--- config.mk ---
export PLATFORM = sky130hd
export DESIGN_NAME = dmem_arbiter_flat
export DESIGN_NICKNAME = d
export VERILOG_FILES = /design/src/rtl/dmem_arb_pkg.sv /design/src/rtl/dmem_arbiter_if.sv /design/src/rtl/dmem_arbiter_rr_picker.sv /design/src/rtl/dmem_arbiter.sv /design/src/flat_wrapper.sv
export SDC_FILE = /design/constraint.sdc
export NUM_CORES = 1
export LEC_CHECK = 0
export CAP_MARGIN = 20
export CORE_MARGIN = 5
export CORE_UTILIZATION = 36
export CTS_CLUSTER_SIZE = 14
export DETAILED_ROUTE_END_ITERATION = 10
export PLACE_DENSITY = 0.76
export SYNTH_ARGS = -nofsm -noshare
export SYNTH_HDL_FRONTEND = slang
export SYNTH_HIERARCHICAL = 1
export SYNTH_SLANG_ARGS = --single-unit
--- constraint.sdc ---
create_clock -name clock -period 1.65 [get_ports clock]
set_input_delay 0.2475 -clock clock [delete_from_list [all_inputs] [get_ports clock]]
set_output_delay 0.2475 -clock clock [all_outputs]
set_load 0.03 [all_outputs]
--- src/rtl/dmem_arb_pkg.sv ---
// Shared types and constants for the two-port data-memory arbiter.
package dmem_arb_pkg;

  localparam int ADDR_W = 16;
  localparam int DATA_W = 16;

  localparam logic PORT_CPU = 1'b0;
  localparam logic PORT_DBG = 1'b1;

  typedef enum logic [1:0] {
    ST_IDLE  = 2'd0,
    ST_BUSY0 = 2'd1,
    ST_BUSY1 = 2'd2
  } state_e;

endpackage

--- src/rtl/dmem_arbiter_if.sv ---
// Bus bundle between the two requesters, the arbiter and the data memory.
interface dmem_arbiter_if #(
  parameter int ADDR_W = 16,
  parameter int DATA_W = 16
) ();

  logic              req0;
  logic              we0;
  logic [ADDR_W-1:0] addr0;
  logic [DATA_W-1:0] wdata0;
  logic              done0;
  logic [DATA_W-1:0] rdata0;

  logic              req1;
  logic              we1;
  logic [ADDR_W-1:0] addr1;
  logic [DATA_W-1:0] wdata1;
  logic              done1;
  logic [DATA_W-1:0] rdata1;

  logic [ADDR_W-1:0] draddr;
  logic              dwrite;
  logic              dread;
  logic [DATA_W-1:0] dwdata;
  logic [DATA_W-1:0] drdata;

  // Arbiter side
  modport slave (
    input  req0, we0, addr0, wdata0, req1, we1, addr1, wdata1, drdata,
    output done0, rdata0, done1, rdata1, draddr, dwrite, dread, dwdata
  );

  // Requesters plus memory side
  modport master (
    output req0, we0, addr0, wdata0, req1, we1, addr1, wdata1, drdata,
    input  done0, rdata0, done1, rdata1, draddr, dwrite, dread, dwdata
  );

endinterface

--- src/rtl/dmem_arbiter_rr_picker.sv ---
// Two-way winner selection. Round-robin when DMEM_ARB_RR_EN is defined,
// otherwise fixed priority with port 0 winning contention.
import dmem_arb_pkg::*;

module rr_picker (
  input  logic cand0_i,
  input  logic cand1_i,
`ifdef DMEM_ARB_RR_EN
  input  logic last_i,
`endif
  output logic valid_o,
  output logic grant_o
);

  // Winner selection among current candidates
  always_comb begin
    valid_o = cand0_i | cand1_i;
    grant_o = PORT_CPU;
    if (cand0_i && cand1_i) begin
`ifdef DMEM_ARB_RR_EN
      grant_o = ~last_i;
`else
      grant_o = PORT_CPU;
`endif
    end else if (cand1_i) begin
      grant_o = PORT_DBG;
    end else begin
      grant_o = PORT_CPU;
    end
  end

endmodule

--- src/rtl/dmem_arbiter.sv ---
// Two-port data-memory arbiter: one memory access per BUSY cycle, the owner of
// the current cycle is excluded from the next arbitration. Option: DMEM_ARB_RR_EN.
import dmem_arb_pkg::*;

module dmem_arbiter (
  input  logic          clock,
  input  logic          reset,
  dmem_arbiter_if.slave bus
);

  state_e            state_q, state_d;
  logic [ADDR_W-1:0] draddr_q, draddr_d;
  logic [DATA_W-1:0] dwdata_q, dwdata_d;
  logic              dwrite_q, dwrite_d;
  logic              dread_q, dread_d;
  logic              done0_q, done0_d;
  logic              done1_q, done1_d;
  logic [DATA_W-1:0] rdata0_q, rdata0_d;
  logic [DATA_W-1:0] rdata1_q, rdata1_d;
  logic              cand0, cand1, grant_valid, grant;
`ifdef DMEM_ARB_RR_EN
  logic              last_q, last_d;
`endif

  assign cand0 = bus.req0 && (state_q != ST_BUSY0);
  assign cand1 = bus.req1 && (state_q != ST_BUSY1);

  rr_picker u_picker (
    .cand0_i (cand0),
    .cand1_i (cand1),
`ifdef DMEM_ARB_RR_EN
    .last_i  (last_q),
`endif
    .valid_o (grant_valid),
    .grant_o (grant)
  );

  // Next state, latched access for the next cycle, read-data capture
  always_comb begin
    state_d  = ST_IDLE;
    draddr_d = '0;
    dwdata_d = '0;
    dwrite_d = 1'b0;
    dread_d  = 1'b0;
    done0_d  = 1'b0;
    done1_d  = 1'b0;
`ifdef DMEM_ARB_RR_EN
    last_d   = last_q;
`endif
    if (grant_valid) begin
`ifdef DMEM_ARB_RR_EN
      last_d = grant;
`endif
      case (grant)
        PORT_CPU: begin
          state_d  = ST_BUSY0;
          draddr_d = bus.addr0;
          dwdata_d = bus.wdata0;
          dwrite_d = bus.we0;
          dread_d  = ~bus.we0;
          done0_d  = 1'b1;
        end
        PORT_DBG: begin
          state_d  = ST_BUSY1;
          draddr_d = bus.addr1;
          dwdata_d = bus.wdata1;
          dwrite_d = bus.we1;
          dread_d  = ~bus.we1;
          done1_d  = 1'b1;
        end
        default: state_d = ST_IDLE;
      endcase
    end else begin
      state_d = ST_IDLE;
    end

    // Read data is visible during the read cycle itself, then held
    if ((state_q == ST_BUSY0) && dread_q) begin
      rdata0_d = bus.drdata;
    end else begin
      rdata0_d = rdata0_q;
    end
    if ((state_q == ST_BUSY1) && dread_q) begin
      rdata1_d = bus.drdata;
    end else begin
      rdata1_d = rdata1_q;
    end
  end

  // State and output registers
  always_ff @(posedge clock) begin
    if (reset) begin
      state_q  <= ST_IDLE;
      draddr_q <= '0;
      dwdata_q <= '0;
      dwrite_q <= 1'b0;
      dread_q  <= 1'b0;
      done0_q  <= 1'b0;
      done1_q  <= 1'b0;
      rdata0_q <= '0;
      rdata1_q <= '0;
`ifdef DMEM_ARB_RR_EN
      last_q   <= PORT_DBG;
`endif
    end else begin
      state_q  <= state_d;
      draddr_q <= draddr_d;
      dwdata_q <= dwdata_d;
      dwrite_q <= dwrite_d;
      dread_q  <= dread_d;
      done0_q  <= done0_d;
      done1_q  <= done1_d;
      rdata0_q <= rdata0_d;
      rdata1_q <= rdata1_d;
`ifdef DMEM_ARB_RR_EN
      last_q   <= last_d;
`endif
    end
  end

  assign bus.draddr = draddr_q;
  assign bus.dwdata = dwdata_q;
  assign bus.dwrite = dwrite_q;
  assign bus.dread  = dread_q;
  assign bus.done0  = done0_q;
  assign bus.done1  = done1_q;
  assign bus.rdata0 = rdata0_d;
  assign bus.rdata1 = rdata1_d;

endmodule

--- src/flat_wrapper.sv ---
// flat-port wrapper written by rule: the top's interface ports become plain ports
module dmem_arbiter_flat 
  (clock, reset, bus_req0, bus_we0, bus_addr0, bus_wdata0, bus_req1, bus_we1, bus_addr1, bus_wdata1, bus_drdata, bus_done0, bus_rdata0, bus_done1, bus_rdata1, bus_draddr, bus_dwrite, bus_dread, bus_dwdata);
  dmem_arbiter_if bus_i ();
  input  logic clock;
  input  logic reset;
  input wire logic [$bits(bus_i.req0)-1:0] bus_req0;
  input wire logic [$bits(bus_i.we0)-1:0] bus_we0;
  input wire logic [$bits(bus_i.addr0)-1:0] bus_addr0;
  input wire logic [$bits(bus_i.wdata0)-1:0] bus_wdata0;
  input wire logic [$bits(bus_i.req1)-1:0] bus_req1;
  input wire logic [$bits(bus_i.we1)-1:0] bus_we1;
  input wire logic [$bits(bus_i.addr1)-1:0] bus_addr1;
  input wire logic [$bits(bus_i.wdata1)-1:0] bus_wdata1;
  input wire logic [$bits(bus_i.drdata)-1:0] bus_drdata;
  output wire logic [$bits(bus_i.done0)-1:0] bus_done0;
  output wire logic [$bits(bus_i.rdata0)-1:0] bus_rdata0;
  output wire logic [$bits(bus_i.done1)-1:0] bus_done1;
  output wire logic [$bits(bus_i.rdata1)-1:0] bus_rdata1;
  output wire logic [$bits(bus_i.draddr)-1:0] bus_draddr;
  output wire logic [$bits(bus_i.dwrite)-1:0] bus_dwrite;
  output wire logic [$bits(bus_i.dread)-1:0] bus_dread;
  output wire logic [$bits(bus_i.dwdata)-1:0] bus_dwdata;
  assign bus_i.req0 = bus_req0;
  assign bus_i.we0 = bus_we0;
  assign bus_i.addr0 = bus_addr0;
  assign bus_i.wdata0 = bus_wdata0;
  assign bus_i.req1 = bus_req1;
  assign bus_i.we1 = bus_we1;
  assign bus_i.addr1 = bus_addr1;
  assign bus_i.wdata1 = bus_wdata1;
  assign bus_i.drdata = bus_drdata;
  assign bus_done0 = bus_i.done0;
  assign bus_rdata0 = bus_i.rdata0;
  assign bus_done1 = bus_i.done1;
  assign bus_rdata1 = bus_i.rdata1;
  assign bus_draddr = bus_i.draddr;
  assign bus_dwrite = bus_i.dwrite;
  assign bus_dread = bus_i.dread;
  assign bus_dwdata = bus_i.dwdata;
  dmem_arbiter u_core (.clock(clock), .reset(reset), .bus(bus_i));
endmodule
Word level (Yosys, flattened, before mapping)
Index checks and enable logic that the tools add are counted.
Storage, ports and cells
  word-level logic and storage cells: 35
  output and inout port bits: 68
  register bits: 70
Operators by class
  equal/unequal tests: 4
  muxes and demuxes: 11
  reductions and logical operators: 6
  bitwise logic cells: 5
Operators by type and width (number)
  $pmux 16 s2: 2
  $mux 16: 2
  $logic_and 1x1->1: 5
  $mux 1: 4
  $not 1->1: 4
  $pmux 1 s2: 2
  $pmux 2 s2: 1
  $eq 2x1->1 const B: 1
  $eq 2x2->1 const B: 1
  $ne 2x1->1 const B: 1
  $ne 2x2->1 const B: 1
  $reduce_or 2->1: 1
  $or 1x1->1: 1

Longest topological paths before layout
Gate-level depths: netlist of the first run.
  word-level depth: 6
  mapped depth: 7
  mapped depth without buffers: 5

Hierarchy
Netlist of the first run, hierarchy kept.
By module, submodules not included
  dmem_arbiter: sequential area each 1361.3 um^2, cells an instance 276, area an instance 3016.6 um^2, instances 1
  rr_picker: sequential area each 0.0 um^2, cells an instance 2, area an instance 12.5 um^2, instances 1

Worst setup path before layout of the first run
No wires, ideal clock.
  kind: reg-to-reg
  from: register u_core.state_q[0]
  to: register u_core.dwdata_q[13] (netlist: u_core/bus.dwdata[13])
  library setup time: 0.125 ns
  arrival: 1.691 ns
  setup slack: -0.166 ns
  data required time: 1.525 ns
  cell stages (with the launch flop): 8
  cells stage by stage: dfxtp_1 -> inv_1 -> a21boi_0 -> nor2b_1 -> buf_2 -> buf_2 -> mux2i_1 -> nor2_1
On the way
  longest elaborated chain between the ends: 6
Ends and longest elaborated chain
  start: declaration: line dmem_arbiter.sv:11  | state_e state_q, state_d;
  start signal: assignment: line dmem_arbiter.sv:106  | state_q <= state_d;
  $ne 2x2->1 (*): line dmem_arbiter.sv:26  | assign cand1 = bus.req1 && (state_q != ST_BUSY1);
  $logic_and 1x1->1 (*): line dmem_arbiter.sv:26
  named net u_core.cand1: line dmem_arbiter.sv:20  | logic cand0, cand1, grant_valid, grant;
  $mux 1 / $logic_and 1x1->1 (equally long branches): line dmem_arbiter_rr_picker.sv:25, dmem_arbiter_rr_picker.sv:19
  $mux 1 (*): line dmem_arbiter_rr_picker.sv:19  | if (cand0_i && cand1_i) begin
  named net u_core.grant: line dmem_arbiter.sv:20
  $not 1->1: line dmem_arbiter.sv:54  | case (grant)
  $pmux 16 s2 (*): line dmem_arbiter.sv:54
  end signal: assignment: line dmem_arbiter.sv:108  | dwdata_q <= dwdata_d;
  end: declaration: line dmem_arbiter.sv:13  | logic [DATA_W-1:0] dwdata_q, dwdata_d;
The timed path passes the listed nets; every way through them passes the cells marked *.
A chain may end at the register's enable or synchronous reset.

Worst setup path after layout of the first run
  from: register u_core.state_q[0]
  to: output bus_rdata1[0]
On the way
  longest elaborated chain between the ends: 3
Ends and longest elaborated chain
  $eq 2x2->1: line dmem_arbiter.sv:83  | if ((state_q == ST_BUSY1) && dread_q) begin
  $logic_and 1x1->1: line dmem_arbiter.sv:83
  $mux 16: line dmem_arbiter.sv:83
  end: declaration: line flat_wrapper.sv:19  | output wire logic [$bits(bus_i.rdata1)-1:0] bus_rdata1;
No other way between the ends.

==> summary.md, run 1 <==
| Metric | Value |
|---|---|
| Mapped Area | `3029 um2` |
| Layout area overhead | `74.64%` |
| Type of element launching the critical path | `register` |
| Critical Path AT | `1.57 ns` |
| Clock skew | `0.007964 ns` |
| R2R setup slack | `0.08 ns` |
| TritonCTS clock tree | `yes` |
| Nets | `532` |
| # rows | `33` |
| Clock buffer depth | `2` |
| Synthesized instance count | `278` |
| Placed Cells incl. Taps | `529` |
| Vias in the first global route | `2841` |
| Starting Density | `36.87%` |
| VDD IR max | `0.0003776 V` |
| Violations in the final reports | `negative setup slack` |
| Period utilization | `110.2%` |
| CTS buffer count | `9` |
| Largest net degree at the start of global routing | `49` |
| Critical path peak fanout | `7` |
| Fin. max-slew vios | `0` |
| Routed wire per std cell | `16.02 um` |
| Max cap viols | `0` |
| Ports | `154` |
| # setup viols final | `32` |
| Fin worst setup slack | `-0.1679 ns` |
| RSZ-0062 raised after global routing | `yes` |
| Root Buffer Master | `clkbuf_8` |
| Final Util | `64.38%` |
| Yosys cell types | `17` |
| WL final | `8.909 mm` |
| Routed vias | `2621` |
| HP Class | `register to register` |
| Worst setup EP type | `output port` |
| Leak | `2.453 nW` |
| Final worst path period need | `1.818 ns` |
| Post-Syn Nets | `364` |
| Die area | `10350 um2` |
| Hold path cells | `2` |
| Initial DRC Count | `21` |
| Reg2reg end | `u_core/bus.draddr[3]` |
| Slowest cell on crit path | `dfxtp_4` |
| Routed Antenna Nets | `0` |
| Synth Register Bits | `68` |
| # H-tree levels | `3` |
| Post-synthesis sequential area ratio | `44.94%` |
| Maximum clock frequency | `0.5501 GHz` |
| Reg clk slew, reported paths | `0.07 ns` |
| CP max stage delay | `0.34 ns` |
| Slew @ Worst Pin | `0.3614 ns` |
| PD cells | `777.1 nW/um2` |
| Final std cells w/o fill | `556` |
| R2R Path Start | `u_core/state_q[0]` |
| Hold Crit Endpoint | `u_core/rdata0_q[0]` |
| Worst EP required | `1.40 ns` |
| Hold Buf Count CTS | `0` |
| Worst skew pair latency | `0.34 ns` |
| HPWL Detailed | `6.105 mm` |
| Most used cell along the critical path | `buf_12` |
| Placeable Area | `8217 um2` |
| DIE HEIGHT | `101.7 um` |
| Tot Pwr | `4.111 mW` |
| Layout cells sized above 1 | `25.06%` |
| Synth warn | `6` |
| Reg2Reg Depth | `8` |
| DRC Markers | `0` |
| Buffers on Ports | `153` |
| Type of the worst setup path | `register to output port` |
| Clk sink count | `68` |
| Die Wd | `101.7 um` |
| Syn avg cell area | `10.90 um2` |
| Vias per cell | `4.714` |
| GPL Wtd Cong | `0.7016` |
| Initial antenna violation count | `0` |
| Antenna diode count | `0` |
| Worst-path cell chain | `nand3b_4 > buf_12 > buf_12 > mux2_2 > buf_12` |
| Grt total ovfl | `0` |
| Total GRT Usage | `17.09%` |
| Rel. slew slack | `75.87%` |
| Status | `finished with violations` |
| Hold Vio Cnt, Final | `0` |
| Worst hold start | `u_core/rdata0_q[0]` |
| First-pass GRT wire length | `13.60 mm` |
| DR pass1 iterations | `4` |
-- how the worst max path moves through the flow --
stage,startpoint,endpoint,slack (ns),cells after the start
2_1_floorplan,u_core/state_q[0],u_core/bus.dwdata[1],0.003,7
3_3_place_gp,bus_req1,u_core/bus.draddr[11],-0.12,6
3_5_place_dp,bus_req1,u_core/bus.draddr[12],-0.17,6
4_1_cts,u_core/state_q[0],bus_rdata1[0],-0.20,5
5_1_grt,u_core/state_q[0],bus_rdata1[0],-0.23,5
6_report,u_core/state_q[0],bus_rdata1[0],-0.17,5
-- cells in the mapped netlist --
library cell / number / area, um2
mux2i_1: 65 / 650.6
dfxtp_1: 68 / 1361
or2_1: 1 / 6.260
buf_6: 3 / 33.78
nand2b_1: 49 / 306.5
o21a_1: 1 / 7.510
nand3b_4: 2 / 40.04
a21boi_0: 1 / 7.510
and3b_1: 1 / 8.760
nor2_1: 35 / 131.4
buf_12: 1 / 20.02
buf_2: 6 / 30.03
mux2_2: 32 / 360.4
clkbuf_1: 6 / 22.52
inv_1: 2 / 7.510
nor2b_1: 2 / 12.51
buf_4: 3 / 22.52
-- kinds of logic after synthesis --
family	after synthesis	synth area share, %
and+or+nand+nor	90	16.69
DFF	68	44.94
AOI/OAI and AO/OA	2	0.4958
muxes	97	33.37
buffers and inverters	21	4.502
-- layout by cell type, fill, tap and decap left out, types with 2 or more instances in the layout --
master,synthesis,routed
mux2_2,32,13
clkdlybuf4s50_1,0,111
mux2i_2,0,2
clkbuf_16,0,2
dlymetal6s2s_1,0,7
mux2_4,0,19
buf_4,3,10
dfxtp_4,0,3
nand2b_1,49,49
buf_12,1,8
clkbuf_8,0,10
inv_1,2,2
nand3b_4,2,2
nor2_1,35,35
inv_6,0,2
buf_6,3,32
dlygate4sd2_1,0,3
dfxtp_1,68,65
clkinvlp_4,0,2
mux2i_1,65,63
-- stage by stage --
stage | hold WS, ns | setup WS [ns] | cell area (um2) | TNS [ns]
final | 0.4766 | -0.1679 | 5290 | -4.262
after global routing | 0.4926 | -0.2280 | 5290 | -6.061
after CTS | 0.4794 | -0.1954 | 5181 | -5.814
after detailed placement | 0.4593 | -0.1665 | 4646 | -3.832
after global placement | 0.4558 | -0.1152 | 4646 | -2.756
after floorplan | 0.3914 | 0.003420 | 3034 | 0
-- registers in the layout, summed over array words and instances (netlist names) --
name	flops
u_core/bus.draddr	16
u_core/rdata1_q	16
u_core/bus.dread	1
u_core/bus.dwdata	16
u_core/state_q	2
u_core/bus.dwrite	1
u_core/rdata0_q	16
-- layout make-up --
type                       count  area [um2]
clock buffer                  10       137.6
clock inverter                 6       71.32
fill                         639        2927
inverter                       2       7.507
multi-input combinational    189        1624
sequential                    68        1373
tap                          105       131.4
timing repair buffer         176        1946
-- power breakdown --
group	switching (mW)	internal [mW]	leakage (nW)
Sequential	0.0289	1.71	0.558
Combinational	0.420	0.525	1.80
Clock	0.672	0.752	0.0995
Total	1.12	2.99	2.45
-- metal layers --
metal	vias to the layer above	wire [um]	GRT usage, %
li1	1270	-	-
met1	1224	3322	17.04
met2	115	4472	30.63
met3	12	984	8.609
met4	0	130	5.930
met5	-	0	0
-- repair_timing --
item                                    CTS  global route
endpoints found under the setup margin   36            64
setup buffers                             4             3
pin swaps                                 1             0
cloned                                    3             2
resized for setup                        53            21
-- critical path: cells and delay by family, from the launching register on --
kind	cells	cell delay, ns
buffers and inverters	3	0.41
DFF	1	0.34
muxes	1	0.30
and+or+nand+nor	1	0.18
Note: power is estimated with default switching activity, not from simulation.
==> run 2: changes to the inputs <==
--- a/config.mk
+++ b/config.mk
@@ -7,10 +7,11 @@
 export LEC_CHECK = 0
 export CAP_MARGIN = 20
 export CORE_MARGIN = 5
-export CORE_UTILIZATION = 36
+export CORE_UTILIZATION = 40
 export CTS_CLUSTER_SIZE = 14
 export DETAILED_ROUTE_END_ITERATION = 10
-export PLACE_DENSITY = 0.76
+export PLACE_DENSITY = 0.8
+export RECOVER_POWER = 50
 export SYNTH_ARGS = -nofsm -noshare
 export SYNTH_HDL_FRONTEND = slang
 export SYNTH_HIERARCHICAL = 1
==> constraint.sdc (replaced) <==
create_clock -name clock -period 1.8 [get_ports clock]
set_input_delay 0.27 -clock clock [delete_from_list [all_inputs] [get_ports clock]]
set_output_delay 0.27 -clock clock [all_outputs]
set_load 0.03 [all_outputs]
==> summary.md, run 2 (same netlist as run 1, synthesis figures left out) <==
| Metric | Value |
|---|---|
| Status | `finished clean` |
| Placed cell area | `4647 um2 (about the same)` |
| Part of the power in registers | `42.4% (about the same)` |
| Grt total ovfl | `0 (unchanged)` |
| Tot Pwr | `3.776 mW (-8.1%)` |
| Period utilization | `99.08%` |
| Total GRT Usage | `17.42% (+0.33 points)` |
| Commonest non-fill, non-tap cells in the layout | `clkdlybuf4s50_1, mux2i_1, dfxtp_1` |
| CTS buffer count | `9 (unchanged)` |
| Slowest cell on crit path | `dfxtp_4` |
| Slew @ Worst Pin | `0.6423 ns (+0.2808 ns)` |
| Rel. slew slack | `57.18% (-19 points)` |
| Worst setup EP type | `output port` |
| # setup viols final | `0 (-100%)` |
| Largest net degree at the start of global routing | `49 (unchanged)` |
| Placed Cells incl. Taps | `521 (-1.5%)` |
| Hold WS | `0.4788 ns (+0.002219 ns)` |
| First-pass GRT wire length | `13.27 mm (-2.4%)` |
| Ports | `154 (unchanged)` |
| HPWL Detailed | `6.186 mm (+1.3%)` |
| Critical path's top delay family | `flip-flops` |
| RSZ-0062 raised after global routing | `yes` |
| CP max stage delay | `0.38 ns (+0.04 ns)` |
| Routed wire per std cell | `15.32 um (-4.4%)` |
| Clk sink count | `68 (unchanged)` |
| Worst slack, placed | `-0.04347 ns (+0.1230 ns)` |
| Nets | `529 (-0.56%)` |
| Reg clk slew, reported paths | `0.07 ns (about the same)` |
| Type of the worst setup path | `register to output port` |
| Worst skew pair latency | `0.33 ns (about the same)` |
| # H-tree levels | `3 (unchanged)` |
| Final instance area | `5121 um2 (-3.2%)` |
| Initial antenna violation count | `0 (unchanged)` |
| Clock share of power | `36.3% (+1.7 points)` |
| Type of element launching the critical path | `register` |
| Routed Antenna Nets | `0 (unchanged)` |
| Worst EP required | `1.53 ns (+0.13 ns)` |
| Critical path peak fanout | `11 (+4)` |
| DIE HEIGHT | `97.02 um (-4.6%)` |
| Vias per cell | `4.642 (-1.5%)` |
| Clock buffer depth | `2 (unchanged)` |
| Comb power frac | `21.4% (-1.6 points)` |
| Routed vias | `2539 (-3.1%)` |
| PD cells | `737.4 nW/um2 (-5.1%)` |
| Leak | `2.297 nW (-6.3%)` |
| Initial DRC Count | `64 (+200%)` |
| Layout area overhead | `69.06%` |
| VDD IR max | `0.0004570 V (+21%)` |
| Die area | `9413 um2 (-9.0%)` |
| Final Util | `69.86% (+5.5 points)` |
| Total net switching power | `0.9518 mW (-15%)` |
| Root Buffer Master | `clkbuf_8` |
| Fin worst setup slack | `0.01665 ns (+0.1845 ns)` |
| Commonest non-fill, non-tap cell in the layout | `clkdlybuf4s50_1` |
| Placeable Area | `7331 um2 (-11%)` |
| Starting Density | `41.32% (+4.5 points)` |
| Maximum clock frequency | `0.5607 GHz` |
| DR pass1 iterations | `4 (unchanged)` |
| Hold Vio Cnt, Final | `0 (unchanged)` |
| DRC Markers | `0 (unchanged)` |
| HP Class | `register to register` |
| Final std cells w/o fill | `547 (-1.6%)` |
| Critical Path AT | `1.51 ns (-0.06 ns)` |
| TritonCTS clock tree | `yes` |
| WL final | `8.382 mm (-5.9%)` |
| Buffers on Ports | `153 (unchanged)` |
| Buffers & Inverters on Critical Path | `2 (-1)` |
| Die Wd | `97.02 um (-4.6%)` |
| Switching share of total power | `25.20% (-2.1 points)` |
| Max cap viols | `0 (unchanged)` |
| Clock skew | `0.006692 ns (-0.001272 ns)` |
| Antenna diode count | `0 (unchanged)` |
| GPL Wtd Cong | `0.7442 (+6.1%)` |
| Layout cells sized above 1 | `23.44% (-1.6 points)` |
| Worst-path cell chain | `nand3b_4 > buf_12 > mux2_2 > buf_6` |
| Fin. max-slew vios | `0 (unchanged)` |
| # rows | `31 (-6.1%)` |
| Final worst path period need | `1.783 ns` |
| Final TNS setup | `0 ns (+4.262 ns)` |
| Int Pwr | `2.825 mW (-5.6%)` |
| Vias in the first global route | `2687 (-5.4%)` |
[run 2: repair_timing]
item | CTS | global route
endpoints found under the setup margin | 34 | 33
gates cloned | 1 | 0
setup buffers | 7 | 2
pin swaps | 0 | 0
endpoints found under the hold margin | 0 | 0
gates resized for setup | 22 | 28
hold buffers | 0 | 0
[run 2: final timing paths]
path / slack (ns) / endpoint / startpoint / depth (start not counted)
max: 0.02 / bus_rdata0[7] / u_core/state_q[1] / 4
min: 0.48 / u_core/rdata1_q[13] / u_core/rdata1_q[13] / 2
max reg2reg: 0.16 / u_core/bus.draddr[12] / u_core/state_q[0] / 7
min reg2reg: 0.48 / u_core/rdata1_q[13] / u_core/rdata1_q[13] / 2
[run 2: cell type report]
class | count | area [um2]
Fill cell | 544 | 2210
Timing Repair Buffer | 173 | 1819
Multi-Input combinational cell | 189 | 1584
Sequential cell | 68 | 1370
Clock buffer | 11 | 141.4
Tap cell | 99 | 123.9
Clock inverter | 5 | 75.07
Inverter | 2 | 7.507
[run 2: tightest hold or removal path, delay by kind of cell (launching register included)]
kind	cells	cell delay, ns
DFF	1	0.31
and+or+nand+nor	1	0.06
muxes	1	0.06
[run 2: power groups by stage]
stage | Sequential, mW | Combinational (mW) | Clock (mW)
2_1_floorplan | 1.75 | 0.266 | 0
3_3_place_gp | 1.63 | 0.787 | 0
4_1_cts | 1.60 | 0.825 | 1.41
6_report | 1.60 | 0.806 | 1.37
3_5_place_dp | 1.64 | 0.795 | 0
5_1_grt | 1.61 | 0.859 | 1.46
[run 2: routing by layer]
metal	vias to the layer above	wire length, um	GRT usage, %
li1	1260	-	-
met3	8	956	9.712
met5	-	0	0
met4	0	91	5.724
met1	1163	3127	17.26
met2	108	4206	30.73
